--- config.mk ---
export PLATFORM = sky130hd
export DESIGN_NAME = seq_pattern_gen_flat
export DESIGN_NICKNAME = d
export VERILOG_FILES = /design/src/rtl/seq_pkg.sv /design/src/rtl/seq_pattern_gen_if.sv /design/src/rtl/seq_shift_reg.sv /design/src/rtl/seq_pattern_gen.sv /design/src/flat_wrapper.sv
export SDC_FILE = /design/constraint.sdc
export NUM_CORES = 1
export LEC_CHECK = 0
export BUFFER_PORTS_ARGS = -buffer_cell sky130_fd_sc_hd__clkbuf_2
export CORE_MARGIN = 1.5
export CORE_UTILIZATION = 40
export DETAILED_ROUTE_END_ITERATION = 10
export PLACE_DENSITY_LB_ADDON = 0.2
export SYNTH_ARGS = -nofsm -noshare
export SYNTH_HDL_FRONTEND = slang
export SYNTH_HIERARCHICAL = 1
export SYNTH_SLANG_ARGS = --single-unit
--- constraint.sdc ---
create_clock -name clock -period 2.5 [get_ports clock]
set_input_delay 0.5 -clock clock [delete_from_list [all_inputs] [get_ports clock]]
set_output_delay 0.5 -clock clock [all_outputs]
set_load 0.01 [all_outputs]
--- src/rtl/seq_pkg.sv ---
// Shared definitions for the serial pattern generator and its detector-side debug decode.
package seq_pkg;

    localparam int LEN_W  = 4;
    localparam int REPS_W = 4;

    localparam logic [2:0] IDLE  = 3'b000;
    localparam logic [2:0] SHIFT = 3'b010;
    localparam logic [2:0] GAP   = 3'b011;
    localparam logic [2:0] DONE  = 3'b100;

    typedef enum logic [2:0] {
        S_IDLE  = IDLE,
        S_SHIFT = SHIFT,
        S_GAP   = GAP,
        S_DONE  = DONE
    } state_t;

    // Zero or over-long lengths fall back to the full register width.
    function automatic logic [LEN_W-1:0] eff_len(input logic [LEN_W-1:0] len, input int width);
        if (len == '0 || int'(len) > width)
            return LEN_W'(width);
        return len;
    endfunction

endpackage

--- src/rtl/seq_pattern_gen_if.sv ---
// Pattern load handshake between a stimulus master and the generator.
interface seq_pattern_gen_if
    import seq_pkg::*;
#(
    parameter int WIDTH = 8
) ();
    logic              load_valid;
    logic              load_ready;
    logic [WIDTH-1:0]  load_data;
    logic [LEN_W-1:0]  load_len;
    logic [REPS_W-1:0] load_reps;

    modport master (output load_valid, load_data, load_len, load_reps, input load_ready);
    modport slave  (input load_valid, load_data, load_len, load_reps, output load_ready);
endinterface

--- src/rtl/seq_shift_reg.sv ---
// Loadable pattern register with a down-counting bit index; cur_bit is the bit under the index.
module seq_shift_reg
    import seq_pkg::*;
#(
    parameter int WIDTH = 8
) (
    input  logic             clock,
    input  logic             reset,
    input  logic             load,
    input  logic             reload,
    input  logic             shift,
    input  logic [WIDTH-1:0] load_data,
    input  logic [LEN_W-1:0] load_len,
    output logic             cur_bit,
    output logic             last_bit
);

    logic [WIDTH-1:0] data;
    logic [LEN_W-1:0] len;
    logic [LEN_W-1:0] idx;

    always_ff @(posedge clock) begin
        if (reset) begin
            data <= '0;
            len  <= '0;
            idx  <= '0;
        end else if (load) begin
            data <= load_data;
            len  <= load_len;
            idx  <= load_len - LEN_W'(1);
        end else if (reload) begin
            idx  <= len - LEN_W'(1);
        end else if (shift) begin
            idx  <= idx - LEN_W'(1);
        end
    end

    // Explicit mux keeps the 4-bit index from selecting past WIDTH.
    always_comb begin
        cur_bit = 1'b0;
        for (int i = 0; i < WIDTH; i++)
            if (idx == LEN_W'(i))
                cur_bit = data[i];
    end

    assign last_bit = (idx == '0);

endmodule

--- src/rtl/seq_pattern_gen.sv ---
// Serial pattern generator: loads a word, shifts it out MSB-first with optional repeats and idle gaps.
module seq_pattern_gen
    import seq_pkg::*;
#(
    parameter int   WIDTH      = 8,
    parameter int   GAP_CYCLES = 0,
    parameter logic IDLE_LEVEL = 1'b0
) (
    input  logic                    clock,
    input  logic                    reset,
    seq_pattern_gen_if.slave        ld,
    input  logic                    abort,
    output logic                    output_bit,
    output logic                    bit_valid,
    output logic                    busy,
    output logic                    done,
    output logic [2:0]              present_state
);

    localparam logic [3:0] GAP_LAST = 4'(GAP_CYCLES - 1);

    state_t            state, state_n;
    logic [REPS_W-1:0] reps_left;
    logic [3:0]        gap_cnt;
    logic              accept;
    logic              sr_load, sr_reload, sr_shift;
    logic              reps_dec, gap_load;
    logic              cur_bit, last_bit;

    assign ld.load_ready = (state == S_IDLE);
    // abort wins over a simultaneous load request
    assign accept = ld.load_valid && ld.load_ready && !abort;

    seq_shift_reg #(.WIDTH(WIDTH)) u_sr (
        .clock     (clock),
        .reset     (reset),
        .load      (sr_load),
        .reload    (sr_reload),
        .shift     (sr_shift),
        .load_data (ld.load_data),
        .load_len  (eff_len(ld.load_len, WIDTH)),
        .cur_bit   (cur_bit),
        .last_bit  (last_bit)
    );

    always_comb begin
        state_n   = state;
        sr_load   = 1'b0;
        sr_reload = 1'b0;
        sr_shift  = 1'b0;
        reps_dec  = 1'b0;
        gap_load  = 1'b0;
        case (state)
            S_IDLE: begin
                if (accept) begin
                    state_n = S_SHIFT;
                    sr_load = 1'b1;
                end
            end
            S_SHIFT: begin
                if (abort) begin
                    state_n = S_IDLE;
                end else if (last_bit) begin
                    if (reps_left > REPS_W'(1)) begin
                        reps_dec = 1'b1;
                        if (GAP_CYCLES > 0) begin
                            state_n  = S_GAP;
                            gap_load = 1'b1;
                        end else begin
                            sr_reload = 1'b1;
                        end
                    end else begin
                        state_n = S_DONE;
                    end
                end else begin
                    sr_shift = 1'b1;
                end
            end
            S_GAP: begin
                if (abort) begin
                    state_n = S_IDLE;
                end else if (gap_cnt == '0) begin
                    state_n   = S_SHIFT;
                    sr_reload = 1'b1;
                end
            end
            S_DONE:  state_n = S_IDLE;
            default: state_n = S_IDLE;
        endcase
    end

    always_ff @(posedge clock) begin
        if (reset) begin
            state     <= S_IDLE;
            reps_left <= '0;
            gap_cnt   <= '0;
        end else begin
            state <= state_n;
            if (sr_load)
                reps_left <= (ld.load_reps == '0) ? REPS_W'(1) : ld.load_reps;
            else if (reps_dec)
                reps_left <= reps_left - REPS_W'(1);
            if (gap_load)
                gap_cnt <= GAP_LAST;
            else if (state == S_GAP && gap_cnt != '0)
                gap_cnt <= gap_cnt - 4'd1;
        end
    end

    // Outputs decode only registered state, so no input reaches them combinationally.
    assign bit_valid     = (state == S_SHIFT);
    assign output_bit    = bit_valid ? cur_bit : IDLE_LEVEL;
    assign busy          = (state != S_IDLE);
    assign done          = (state == S_DONE);
    assign present_state = state;

endmodule

--- src/flat_wrapper.sv ---
// flat-port wrapper written by rule: the top's interface ports become plain ports
module seq_pattern_gen_flat import seq_pkg::*;
#(
    parameter int   WIDTH      = 8,
    parameter int   GAP_CYCLES = 0,
    parameter logic IDLE_LEVEL = 1'b0
)
  (clock, reset, abort, output_bit, bit_valid, busy, done, present_state, ld_load_valid, ld_load_data, ld_load_len, ld_load_reps, ld_load_ready);
  seq_pattern_gen_if #(.WIDTH(WIDTH)) ld_i ();
  input  logic clock;
  input  logic reset;
  input  logic abort;
  output logic output_bit;
  output logic bit_valid;
  output logic busy;
  output logic done;
  output logic [2:0] present_state;
  input wire logic [$bits(ld_i.load_valid)-1:0] ld_load_valid;
  input wire logic [$bits(ld_i.load_data)-1:0] ld_load_data;
  input wire logic [$bits(ld_i.load_len)-1:0] ld_load_len;
  input wire logic [$bits(ld_i.load_reps)-1:0] ld_load_reps;
  output wire logic [$bits(ld_i.load_ready)-1:0] ld_load_ready;
  assign ld_i.load_valid = ld_load_valid;
  assign ld_i.load_data = ld_load_data;
  assign ld_i.load_len = ld_load_len;
  assign ld_i.load_reps = ld_load_reps;
  assign ld_load_ready = ld_i.load_ready;
  seq_pattern_gen #(.WIDTH(WIDTH), .GAP_CYCLES(GAP_CYCLES), .IDLE_LEVEL(IDLE_LEVEL)) u_core (.clock(clock), .reset(reset), .ld(ld_i), .abort(abort), .output_bit(output_bit), .bit_valid(bit_valid), .busy(busy), .done(done), .present_state(present_state));
endmodule
# ---- Word level (Yosys, flattened, before mapping)
# Cells that the tools add are included.
dict set report totals {
  ff_bits 27
  output_inout_bits 8
  wordCells 79
}
dict set report op_classes {
  addsub 5
  magnitude_cmp 2
  eq_ne 14
  muxes 37
  n_reduce_logical 15
}
# operator n
set op_table {}
lappend op_table {{4-bit two-way mux} 8}
lappend op_table {{1-bit two-way mux} 21}
lappend op_table {{4-bit by 1-bit subtractor with 4-bit output, second input constant} 5}
lappend op_table {{3-bit two-way mux} 6}
lappend op_table {{4-bit by 3-bit == test with 1-bit output, second input constant} 4}
lappend op_table {{4-bit zero test} 4}
lappend op_table {{3-bit one-hot mux with 3 select lines} 1}
lappend op_table {{4-bit by 2-bit == test with 1-bit output, second input constant} 2}
lappend op_table {{3-bit by 2-bit == test with 1-bit output, second input constant} 2}
lappend op_table {{3-bit inequality test, second input constant} 2}
lappend op_table {{3-bit nonzero test} 2}
lappend op_table {{4-bit by 1-bit == test with 1-bit output, second input constant} 1}
lappend op_table {{4-bit by 1-bit greater-than comparator with 1-bit output, second input constant} 1}
lappend op_table {{4-bit greater-than comparator, second input constant} 1}
lappend op_table {{4-bit AND reduction} 1}
lappend op_table {{4-bit nonzero test} 1}
lappend op_table {{3-bit == test, second input constant} 1}
lappend op_table {{1-bit logical AND} 3}
lappend op_table {{3-bit zero test} 1}
lappend op_table {{3-bit by 2-bit inequality test with 1-bit output, second input constant} 1}
lappend op_table {{2-bit inequality test, second input constant} 1}
lappend op_table {{1-bit one-hot mux with 2 select lines} 1}
lappend op_table {{2-bit nonzero test} 1}
lappend op_table {{1-bit zero test} 1}
lappend op_table {{1-bit logical OR} 1}

# ---- Logic depth before layout (Yosys ltp)
dict set report depth {
  word_depth 10
  depth_mapped 10
  depth_no_buf 9
}

# ---- Modules after synthesis
# Netlist, hierarchy kept.
# mod instances cells_each area_each_um2
set by_module_without_submodules {}
lappend by_module_without_submodules {seq_shift_reg 1 104 909.6}
lappend by_module_without_submodules {seq_pattern_gen 1 51 420.4}

# ---- Worst setup path before layout
# Ideal clock, no wire load.
dict set report synth_timing {
  path_type {register to register}
  startpoint {register u_core.u_sr.idx[0]}
  endpoint {register u_core.u_sr.idx[3]}
  setup_ps 79
  arrival_time_ps 2089
  required_ps 2421
  setup_slack_ps 332
  stages_incl_launch_ff 10
  path_buffers 1
  cell_sequence {dfxtp_1 inv_1 ha_1 and2_1 and4bb_4 o31a_4 clkbuf_1 and2b_1 a221o_1 a211oi_2}
}
dict set report synth_via {
  elab_chain_cells 6
  word_cells_on_any_way 12
  classes_between {add/sub (1); mux (9); reduce/logical (2)}
}
# element line
set synth_lines {}
lappend synth_lines {{start: declaration} seq_shift_reg.sv:20} ;# logic [LEN_W-1:0] idx;
lappend synth_lines {{start signal: assignment} seq_shift_reg.sv:30} ;# idx <= load_len - LEN_W'(1);
lappend synth_lines {{start signal: assignment} seq_shift_reg.sv:32} ;# idx <= len - LEN_W'(1);
lappend synth_lines {{start signal: assignment} seq_shift_reg.sv:34} ;# idx <= idx - LEN_W'(1);
lappend synth_lines {{4-bit zero test (*)} seq_shift_reg.sv:46} ;# assign last_bit = (idx == '0);
lappend synth_lines {{via u_core.last_bit} seq_pattern_gen.sv:28} ;# logic cur_bit, last_bit;
lappend synth_lines {{1-bit two-way mux} seq_pattern_gen.sv:63} ;# end else if (last_bit) begin
lappend synth_lines {{1-bit two-way mux} -}
lappend synth_lines {{1-bit one-hot mux with 2 select lines} seq_pattern_gen.sv:53} ;# case (state)
lappend synth_lines {{4-bit two-way mux} seq_shift_reg.sv:31} ;# end else if (reload) begin
lappend synth_lines {{4-bit two-way mux} seq_shift_reg.sv:27} ;# end else if (load) begin
# Mark *: on every way through the listed nets, which the timed path passes. The rest lies on a longest branch. The select of a mux whose other input is x is not followed.
# A chain may end at the register's enable or synchronous reset.

# ---- Worst setup path after layout
dict set report layout_timing {
  startpoint {register u_core.u_sr.idx[0]}
  endpoint {output port output_bit}
}
dict set report layout_via {
  elab_chain_cells 10
  word_cells_on_any_way 17
  classes_between {eq/ne (7); mux (9); reduce/logical (1)}
}
# element line
set layout_lines {}
lappend layout_lines {{4-bit zero test} seq_shift_reg.sv:42} ;# if (idx == LEN_W'(i))
lappend layout_lines {{1-bit two-way mux (7 in a row)} seq_shift_reg.sv:42}
lappend layout_lines {{1-bit two-way mux (*)} seq_shift_reg.sv:42}
lappend layout_lines {{via u_core.cur_bit} seq_pattern_gen.sv:28}
lappend layout_lines {{1-bit two-way mux (*)} seq_pattern_gen.sv:112} ;# assign output_bit = bit_valid ? cur_bit : IDLE_LEVEL;
lappend layout_lines {{end: declaration} flat_wrapper.sv:13} ;# output logic output_bit;
# Mark *: on every way through the listed nets, which the timed path passes. The rest lies on a longest branch.

==> impl_results.md <==
* Layout area overhead at 15.4%
* Fmax at 430 MHz
* Clk sink count at 22
* Horiz. Die Dim at 60.7 um
* Slew @ Worst Pin at 538 ps
* Via count at 1108
* Top FF cell, synth: dfxtp_1
* H-Tree Depth at 1
* DR vias/cell at 4.95
* Critical Path Fanout Max at 5
* Post-synth cell types at 42
* First-pass GRT wire length at 4.15 mm
* Slew Limit Fails at 0
* Max incr delay on CP at 390 ps
* Root Buffer Master: clkbuf_4
* Layout Nets at 209
* PwrDens at 494 mW/mm2
* Hold buffers post-CTS at 0
* Worst EP arrival at 1830 ps
* Fraction of layout cells with a size suffix above 1 at 23.3%
* Clock Skew at 1.98 ps
* Core area at 0.00310 mm2
* Hold Crit Class: in2reg
* Setup crit start: u_core/u_sr/idx[0]$_SDFFE_PP0P_
* Power Total at 0.000758 W
* Initial antenna violation count at 0
* GPL Wtd Cong at 0.764
* Final WL at 2.50 mm
* CP max stage cell: dfxtp_4
* Post-DP HPWL at 1.95 mm
* CTS buffer count at 3
* Wirelength per Cell at 11.2 um
* Status: finished, final reports clean
* Largest cells by area after synthesis: dfxtp_1, mux2i_1, ha_1
* Sw Ratio at 28.4%
* Post-synth design cell area at 0.00133 mm2
* R2r startpoint: u_core/u_sr/idx[0]$_SDFFE_PP0P_
* Syn Inst Count at 155
* Ys async rst share at 0%
* Antenna cells at 0
* Largest net degree at the start of global routing at 26
* ANT nets after route at 0
* Total die area at 0.00368 mm2
* Worst VDD drop at 277 uV
* Crit. End Element: output pin
* Io pins at 28
* DRC violations left at 0
* DRT Pass-1 Iters at 4
* Fin crit period at 2330 ps
* Mapped Avg Cell Area at 8.58 um2
* Row Count at 20
* GRT overflow at 0
* Fin. Hold Viols at 0
* Sequential area share after synthesis at 33.1%
* Final TNS setup at 0 ps
* Worst slew margin at 64.1%
* Critical Path RT at 2000 ps
* CP Class: reg2out
* Post-synth EDFFs at 0
* Yosys top cell area share at 33.1%
* Synth area leader: dfxtp_1
* Max Root-Sink Buffers at 2
* Die Span Y at 60.7 um
* Total GRT Usage at 14.8%
* TritonCTS clock tree: yes
* Worst skew pair latency at 300 ps
* Max-Cap Viols at 0
* Starting Density at 42.9%
* Vias in the first global route at 1003
* Synth Net Count at 183
* Setup bufs post-CTS at 0
* Clk slew on worst S/H paths at 120 ps
* Most numerous cell in the Yosys netlist: dfxtp_1
* Final setup violation count at 0
* #FFs+latches synth at 22
* Most frequent cells after synthesis: dfxtp_1, nor2_1, mux2i_1, nand2_1, inv_1
* Net Switching at 0.000215 W
* LEAKAGE at 0.629 nW
* Hold_sp: abort
* Drt first-iter violations at 53
* Clk pwr share at 25.5%
* Pint at 0.000543 W
* Gate power share at 22.5%
* Tcrit/Tclk final at 93.0%
* Worst R2R Setup Slack at 380 ps
* Critical-path cell list: inv_1 -> ha_1 -> nor2_1 -> a221oi_1 -> a2111oi_0 -> a21oi_1 -> and2_1 -> clkbuf_2
* Critical path startpoint category: flop
* Syn. warnings at 6
* PortBufs at 26
* RSZ-0062 raised after global routing: no
* Sequential power share at 52.0%
power groups by stage:
stage / logic [W] / clock network, W / registers [W]
after floorplan: 0.000129 / 0 / 0.000396
after global placement: 0.000168 / 0 / 0.000401
after detailed placement: 0.000172 / 0 / 0.000402
after CTS: 0.000173 / 0.000207 / 0.000394
after global routing: 0.000194 / 0.000221 / 0.000398
final: 0.000171 / 0.000194 / 0.000394
per-stage QoR:
| step | hold slack [ps] | area [um2] | std cells | util [%] | setup WS, ps |
|---|---|---|---|---|---|
| final | 394 | 1540 | 224 | 49.5 | 174 |
| after global routing | 372 | 1540 | 224 | 49.5 | 16.5 |
| after CTS | 383 | 1530 | 224 | 49.4 | 40.7 |
| after detailed placement | 493 | 1490 | 220 | 48.1 | 336 |
| after global placement | 487 | 1490 | 220 | 48.1 | 391 |
| after floorplan | 456 | 1330 | 155 | - | 332 |
final cells by class:
cell class | count | area, um2
well taps | 44 | 55.1
inverters | 12 | 45.0
fillers | 335 | 1570
multi-input cells | 115 | 816
clock buffers | 4 | 36.3
repair buffers | 27 | 138
flip-flops and latches | 22 | 445
cells in the final DEF, fill, tap and decap left out, types with 2 or more instances in the layout:
| cell type | instances |
|---|---|
| clkbuf_2 | 26 |
| nor2_1 | 20 |
| dfxtp_1 | 20 |
| nand2_1 | 12 |
| mux2i_1 | 12 |
| inv_1 | 11 |
| ha_1 | 8 |
| nor2b_1 | 6 |
| nor3_1 | 4 |
| o21ai_0 | 4 |
| xor2_1 | 4 |
| clkbuf_4 | 3 |
| nor3b_1 | 3 |
| nor4_1 | 3 |
| a21oi_1 | 3 |
| a211oi_1 | 3 |
| xnor2_1 | 3 |
| and2_1 | 2 |
| and2b_1 | 2 |
| a31oi_1 | 2 |
| o311ai_0 | 2 |
| a221oi_1 | 2 |
| a221o_1 | 2 |
| nor3_2 | 2 |
worst max-delay path: cells and delay by family (launching register included):
family / cells / cell delay [ps]
AO/OA/AOI/OAI: 3 / 470
adder cells (fa/ha/maj): 1 / 240
buffers and inverters: 2 / 180
flip-flops: 1 / 390
AND/OR/NAND/NOR: 2 / 250
worst paths after layout:
kind                                                              to  cells past startpoint
worst max-delay path                                      output_bit                      8
worst min-delay path            u_core/present_state[1]$_SDFFE_PP0P_                      2
worst max register to register       u_core/u_sr/idx[3]$_SDFFE_PP0P_                      8
worst min register to register      u_core/u_sr/data[5]$_SDFFE_PP0P_                      2
metal layers:
| layer | global-route usage (%) | up-vias | part of all wire, % |
|---|---|---|---|
| li1 | - | 588 | - |
| met1 | 20.3 | 494 | 53 |
| met2 | 23.3 | 22 | 42 |
| met3 | 2.56 | 4 | 3.6 |
| met4 | 5.59 | 0 | 1.1 |
| met5 | 0 | - | 0 |
cells by family (layout without fill, tap and decap cells):
logic type,after synthesis,after routing,synth area share (%)
AO/OA/AOI/OAI,26,26,15.2
multiplexers,13,13,9.88
adder cells (fa/ha/maj),8,8,7.53
other,1,1,0.282
buffers and inverters,18,43,5.55
AND/OR/NAND/NOR,60,60,23.8
flip-flops,22,22,33.1
XOR/XNOR,7,7,4.61
what timing repair did:
action	CTS	global route
gates resized for setup	1	2
pin swaps	0	2
gates cloned	0	0
setup endpoints to repair	1	1
state kept, by name, indices dropped and copies added (netlist names):
name and flops:
u_core/present_state 2, u_core/u_sr/len 4, u_core/u_sr/data 8, u_core/reps_left 4, u_core/u_sr/idx 4
Note: power is estimated with default switching activity, not from simulation.
